`src/rtl/obi_fabric_regbank.sv`:
```
// OBI subordinate terminating a byte-writable register bank, a read-only status word
// and a saturating error counter, with configurable grant wait states and response latency.
module obi_fabric_regbank #(
  parameter int NUM_REGS     = 8,
  parameter int GNT_WAIT     = 0,
  parameter int RESP_LATENCY = 1
) (
  input  logic                     CLK,
  input  logic                     RESET,
  input  logic                     REQ,
  input  logic                     WE,
  input  logic [3:0]               BE,
  input  logic [23:0]              ADDR,
  input  logic [31:0]              WDATA,
  output logic                     GNT,
  output logic                     RVALID,
  output logic [31:0]              RDATA,
  input  logic [31:0]              STATUS_IN,
  output logic [NUM_REGS*32-1:0]   REGS_OUT
);

  localparam logic [21:0] IDX_STAT = 22'(NUM_REGS);
  localparam logic [21:0] IDX_ERR  = 22'(NUM_REGS + 1);
  localparam logic [3:0]  WAIT_TGT = 4'(GNT_WAIT);

  typedef struct packed {
    logic        vld;
    logic [31:0] data;
  } rsp_t;

  rsp_t [RESP_LATENCY:1]        pipe_q, pipe_d;
  logic [NUM_REGS-1:0][31:0]    regs_q, regs_d;
  logic [3:0]                   wait_cnt_q, wait_cnt_d;
  logic [7:0]                   err_cnt_q, err_cnt_d;

  logic [21:0] idx;
  logic        hit_reg, hit_stat, hit_err, hit_none, accept;
  logic [31:0] rd_data;
  logic        unused_addr;

  assign unused_addr = ^ADDR[1:0];

  always_comb begin
    // Grant is combinational from REQ; reset masks it so nothing is accepted while held.
    GNT        = REQ && !RESET && (wait_cnt_q == WAIT_TGT);
    accept     = GNT;
    wait_cnt_d = (accept || !REQ) ? 4'd0 : wait_cnt_q + 4'd1;

    idx      = ADDR[23:2];
    hit_reg  = idx < IDX_STAT;
    hit_stat = idx == IDX_STAT;
    hit_err  = idx == IDX_ERR;
    hit_none = !hit_reg && !hit_stat && !hit_err;

    rd_data = '0;
    regs_d  = regs_q;
    for (int k = 0; k < NUM_REGS; k++) begin
      if (hit_reg && idx == 22'(k)) begin
        rd_data = regs_q[k];
        if (accept && WE)
          for (int b = 0; b < 4; b++)
            if (BE[b]) regs_d[k][8*b +: 8] = WDATA[8*b +: 8];
      end
    end
    if (hit_stat) rd_data = STATUS_IN;
    if (hit_err)  rd_data = {24'h0, err_cnt_q};
    if (WE)       rd_data = '0;

    err_cnt_d = err_cnt_q;
    if (accept) begin
      if (hit_err && WE && (|BE))             err_cnt_d = 8'h00;
      else if (hit_none && err_cnt_q != 8'hFF) err_cnt_d = err_cnt_q + 8'd1;
    end

    // Invalid slots carry zero data so RDATA idles at 0 without extra gating.
    pipe_d[1].vld  = accept;
    pipe_d[1].data = accept ? rd_data : 32'h0;
    for (int s = 2; s <= RESP_LATENCY; s++) pipe_d[s] = pipe_q[s-1];

    RVALID   = pipe_q[RESP_LATENCY].vld;
    RDATA    = pipe_q[RESP_LATENCY].data;
    REGS_OUT = regs_q;
  end

  always_ff @(posedge CLK) begin
    if (RESET) begin
      pipe_q     <= '0;
      regs_q     <= '0;
      wait_cnt_q <= '0;
      err_cnt_q  <= '0;
    end else begin
      pipe_q     <= pipe_d;
      regs_q     <= regs_d;
      wait_cnt_q <= wait_cnt_d;
      err_cnt_q  <= err_cnt_d;
    end
  end

endmodule

```
`config.mk`:
```
export PLATFORM = sky130hd
export DESIGN_NAME = obi_fabric_regbank
export DESIGN_NICKNAME = d
export VERILOG_FILES = /design/src/rtl/obi_fabric_regbank.sv
export SDC_FILE = /design/constraint.sdc
export NUM_CORES = 1
export LEC_CHECK = 0
export ABC_AREA = 1
export CORE_UTILIZATION = 48
export DETAILED_ROUTE_END_ITERATION = 16
export PLACE_DENSITY = 0.83
export SLEW_MARGIN = 20
export SYNTH_ARGS = -nofsm -noshare
export SYNTH_HDL_FRONTEND = slang
export SYNTH_SLANG_ARGS = --single-unit
```
`constraint.sdc`:
```
create_clock -name CLK -period 2.4 [get_ports CLK]
set_input_delay 0.48 -clock CLK [delete_from_list [all_inputs] [get_ports CLK]]
set_output_delay 0.48 -clock CLK [all_outputs]
set_load 0.02 [all_outputs]
```
After elaboration in Yosys (flattened, before gate mapping)
Index checks and enable logic that the tools add are counted.
Widths: inputs -> output; s select.
{"block": "word_totals", "register_bits": 301, "word_cells": 125}
{"block": "op_classes", "addsub": 2, "magnitude_cmp": 1, "n_eq_ne": 10, "n_mux": 12, "bitwise_logic": 1, "reduce_logical": 62}
{"cell": "$mux 32", "count": 9}
{"cell": "$reduce_and 3->1", "count": 32}
{"cell": "$eq 22x3->1 const B", "count": 4}
{"cell": "$eq 22x2->1 const B", "count": 2}
{"cell": "$eq 22x4->1 const B", "count": 2}
{"cell": "$mux 8", "count": 3}
{"cell": "$eq 22x1->1 const B", "count": 1}
{"cell": "$logic_not 22->1", "count": 1}
{"cell": "$lt 22x4->1 const B", "count": 1}
{"cell": "$logic_and 1x1->1", "count": 16}
{"cell": "$add 8x1->8 const B", "count": 1}
{"cell": "$ne 8x8->1 const B", "count": 1}
{"cell": "$reduce_or 4->1", "count": 2}
{"cell": "$logic_not 1->1", "count": 5}
{"cell": "$add 4x1->4 const B", "count": 1}
{"cell": "$logic_not 4->1", "count": 1}
{"cell": "$reduce_or 3->1", "count": 1}
{"cell": "$reduce_and 2->1", "count": 1}
{"cell": "$reduce_bool 2->1", "count": 1}
{"cell": "$reduce_or 2->1", "count": 1}
{"cell": "$logic_or 1x1->1", "count": 1}
{"cell": "$not 1->1", "count": 1}

Logic depth before layout (Yosys ltp)
{"block": "logic_depth", "word_depth": 12, "mapped_depth": 17}

Worst setup path after synthesis
No wires, ideal clock.
{"block": "synth_path", "kind": "input to register", "startpoint": "input port ADDR[21]", "endpoint": "register pipe_q, in the netlist RDATA[19]", "setup_time_ns": 0.130, "t_arrival_ns": 1.919, "required_ns": 2.270, "path_slack_ns": 0.352, "cell_stages": 14, "path_cell_list": "nor2_1 -> nand2_2 -> nor2_8 -> nand2_2 -> nor2_8 -> nand3_2 -> buf_4 -> buf_6 -> o21ai_0 -> inv_1 -> nand2_1 -> nand2_1 -> nand2_1 -> a21oi_1"}
{"block": "synth_via", "elab_chain_cells": 11}
{"item": "from (decl)", "line": "13", "rtl": "input logic [23:0] ADDR,"}
{"item": "$lt 22x4->1 or $logic_not 22->1 (tied branches)", "line": "50, 58"}
{"item": "$logic_and 1x1->1", "line": "58", "rtl": "if (hit_reg && idx == 22'(k)) begin"}
{"item": "$mux 32 (8 in series)", "line": "58"}
{"item": "$mux 32", "line": "65", "rtl": "if (hit_stat) rd_data = STATUS_IN;"}
{"item": "to (signal assigned)", "line": "92", "rtl": "pipe_q <= pipe_d;"}
{"item": "to (decl)", "line": "31", "rtl": "rsp_t [RESP_LATENCY:1] pipe_q, pipe_d;"}
Several ways; a longest one is shown, not always the timed one.
A chain may end at the register's enable or synchronous reset.

Worst setup path in the final report
{"block": "layout_path", "startpoint": "register wait_cnt_q[0]", "endpoint": "output port GNT"}
{"block": "layout_via", "elab_chain_cells": 2}
{"item": "from (decl)", "line": "33", "rtl": "logic [3:0] wait_cnt_q, wait_cnt_d;"}
{"item": "from (signal assigned)", "line": "94", "rtl": "wait_cnt_q <= wait_cnt_d;"}
{"item": "$logic_not 4->1", "line": "45", "rtl": "GNT = REQ && !RESET && (wait_cnt_q == WAIT_TGT);"}
{"item": "$logic_and 1x1->1", "line": "45"}
{"item": "to (decl)", "line": "15", "rtl": "output logic GNT,"}
No other way between the ends.

==> impl_metrics.csv <==
group,metric,value,unit
status,status,"complete, no violations",
routing,drt_iter0_markers,1488,
power,p_leak,0.00793,uW
synth,synth_top_area_share,43.9,%
finish,drive_gt1_share,11.9,%
routing,post-route-drc-count,0,
grt,grt_pass1_vias,14400,
synth,syn_nets,1971,
routing,drtAntennaViolNets,0,
die,die-width,171,um
timing,setup_violations,0,
power,cellInternalPower,8090,uW
placement,place_ws,-0.415,ns
synth,synth_cell_types,39,
die,initial_core_util,49.2,%
timing,max_slew_margin,32.5,%
clock_tree,worstSkewPairLatency,0.57,ns
timing,fin_skew,0.00726,ns
setup_path,crit_required,1.92,ns
grt,grt_use_total,33.3,%
clock_tree,root_buffer,"clkbuf_16",
setup_path,r2r_cells,14,
setup_path,cp_cell_sequence,"inv_1 > ha_1 > nand2_1 > nor2_4 > nand3_4 > inv_2 > buf_2",
synth,synth-seq-area-share,43.9,%
synth,yosysTopAreaCell,"dfxtp_1",
hold_path,holdPathStages,1,
setup_path,worst-path-buf-inv,3,
routing,routedWlPerCell,18.8,um
timing,rsz0062_at_grt,"no",
routing,postRouteWirelength,50800,um
routing,vias,15000,
placement,port_buffers,383,
placement,dp.cells,2639,
power,power_density,521,nW/um2
power,swShare,22.2,%
synth,yosysWarnings,0,
setup_path,r2r-start,"wait_cnt_q[0]",
power,finalPower,10400,uW
synth,synth_seq_cells,301,
timing,finalHoldViolations,0,
clock_tree,htree_levels,1,
timing,worst_slack,0.145,ns
finish,areaGrowthSynthToFinish,45.5,%
clock_tree,ctsHoldBuffers,0,
setup_path,crit_arrival,1.77,ns
setup_path,path_max_fanout,5,
setup_path,critPathCaptureType,"output port",
hold_path,min_path_type,"flop to flop",
die,die_h,171,um
placement,dp_hpwl,36700,um
setup_path,crit_path_start_kind,"flop",
clock_tree,clock_sinks,301,
timing,maxClockFrequency,443,MHz
timing,slew_viol_final,0,
die,dieArea,29300,um2
clock_tree,cts_tree,"done",
routing,viasPerCell,5.55,
setup_path,cpPeakStageDelay,0.34,ns
grt,grt_max_degree,245,
die,core,27900,um2
placement,place_congestion,0.917,
finish,stdcell_count,2705,
synth,syn-cell-area,13700,um2
grt,antenna_found_initial,1,
job,drv_cap,0,
die,rows,61,
setup_path,path_class,"flop to output port",
timing,finalCritPeriodShare,94.0,%
synth,syn_inst,1872,
hold_path,min_delay_worst_endpoint,"wait_cnt_q[0]",
finish,n_fill_cell,2166,
power,power.switching,2310,uW
routing,first_pass_iters,6,
synth,synth.avg_cell_area,7.33,um2
power,share_comb_of_total_power,5.0,%
finish,nNetsFinal,2403,
hold_path,hp-start,"wait_cnt_q[0]",
timing,fin_crit,2.25,ns
power,power_frac_seq,48.1,%
clock_tree,clk_path_buf_depth,3,
power,ir_drop,0.000559,V
grt,grt-ovfl-total,0,
setup_path,critPathSlowestCell,"dfxtp_1",
clock_tree,clkTransAtPathRegs,0.06,ns
setup_path,crit_family,"buffers and inverters",
timing,holdWs,0.469,ns
die,ios,386,
setup_path,worst_r2r_endpoint,"REGS_OUT[116]",
grt,grt_first_pass_wirelength,75900,um
setup_path,r2r_slack,0.18,ns
power,power_frac_clock,46.9,%
synth,synth.top_cells.by_area,"dfxtp_1 (44%), a21oi_1 (12%), o21ai_0 (12%)",
timing,worst_pin_slew,1.01,ns
clock_tree,numCtsBuffers,31,
finish,final_core_util,71.5,%
[power groups by stage]
stage | Sequential [uW] | Clock [uW] | Combinational, uW
after floorplan | 5120 | 0 | 197
after global placement | 5110 | 0 | 488
after detailed placement | 5110 | 0 | 495
after CTS | 5000 | 4910 | 501
final | 5000 | 4880 | 521
after global routing | 5000 | 5090 | 546
[synthesized netlist by cell type]
cell type	number
a21oi_1	331
nor2_2	14
inv_2	11
xnor2_1	2
ha_1	3
or2_2	18
dfxtp_1	301
nand3b_1	1
nor4_1	3
nor2_8	5
or2_0	19
a21oi_2	1
o211ai_1	1
nand3_2	1
nor2_4	23
o21ai_0	316
nand2_1	286
buf_4	24
nor2_1	142
nand3_1	55
nand4_1	15
buf_6	10
a211oi_1	1
or2_1	7
a31oi_1	1
nand2_2	4
o21a_1	1
nor3_4	1
clkinv_2	1
nand3_4	4
o21bai_1	3
inv_1	151
nor3_1	7
clkbuf_1	56
o2111ai_1	21
inv_4	1
buf_2	28
nor3b_1	1
xor2_1	2
[cell families after synthesis]
logic type | synth area share (%)
buf+inv | 9.19
compound gates | 25.4
simple gates | 21.0
flops | 43.9
xor+xnor | 0.255
fa+ha+maj | 0.273
[metrics by stage]
stage | setup TNS (ns) | area [um2]
finish | 0 | 20000
global route | 0 | 20000
CTS | 0 | 19800
detailed placement | -69.86 | 18800
global placement | -53.57 | 18800
floorplan | 0 | 13700
[worst max path at each step]
stage	from	endpoint	slack, ns	depth (start not counted)
6_report	wait_cnt_q[0]	GNT	0.15	7
3_5_place_dp	ADDR[6]	RDATA[19]	-0.42	17
4_1_cts	wait_cnt_q[0]	GNT	0.03	7
2_1_floorplan	ADDR[21]	RDATA[19]	0.35	14
3_3_place_gp	ADDR[6]	RDATA[12]	-0.38	17
5_1_grt	ADDR[20]	RDATA[30]	0.009	16
[state kept, by name, indices dropped and copies added (netlist names)]
| name | cells |
|---|---|
| RDATA | 32 |
| wait_cnt_q | 4 |
| RVALID | 1 |
| err_cnt_q | 8 |
| REGS_OUT | 256 |
[routing by layer]
metal | wire length [um] | vias to the layer above | global-route usage (%)
met3 | 4600 | 201 | 8.00
met2 | 25000 | 785 | 60.1
met4 | 3070 | 0 | 19.4
met5 | 0 | - | 0
li1 | - | 7125 | -
met1 | 18100 | 6890 | 35.1
[area by class of cell]
cell class                 instances  area (um2)  area share (%)
inverter                         164         629            3.15
antenna                            2        5.00          0.0250
clock buffer                      45         928            4.65
timing repair buffer             516        5330            26.7
clock inverter                     9        98.8           0.495
multi-input combinational       1290        6490            32.5
tap                              378         473            2.37
sequential                       301        6030            30.2
[layout by cell type (no fill, tap or decap), types with 4 or more instances in the layout]
cell / instances
a21oi_1: 331
buf_12: 40
buf_4: 92
clkbuf_1: 4
clkbuf_16: 31
clkbuf_8: 10
clkdlybuf4s50_1: 382
clkinv_2: 7
dfxtp_1: 301
inv_1: 150
inv_2: 9
nand2_1: 286
nand2_2: 4
nand3_1: 54
nand3_4: 5
nand4_1: 15
nor2_1: 137
nor2_2: 18
nor2_4: 25
nor2_8: 5
nor3_1: 6
o2111ai_1: 21
o21ai_0: 316
or2_0: 19
or2_1: 7
or2_2: 18
[repair_timing]
item | 4_1_cts | 5_1_grt
pin swaps | 1 | 5
gates resized for setup | 6 | 13
setup buffers | 0 | 9
gates cloned | 0 | 1
endpoints found under the setup margin | 1 | 109
Power figures use the tool's default switching activity.
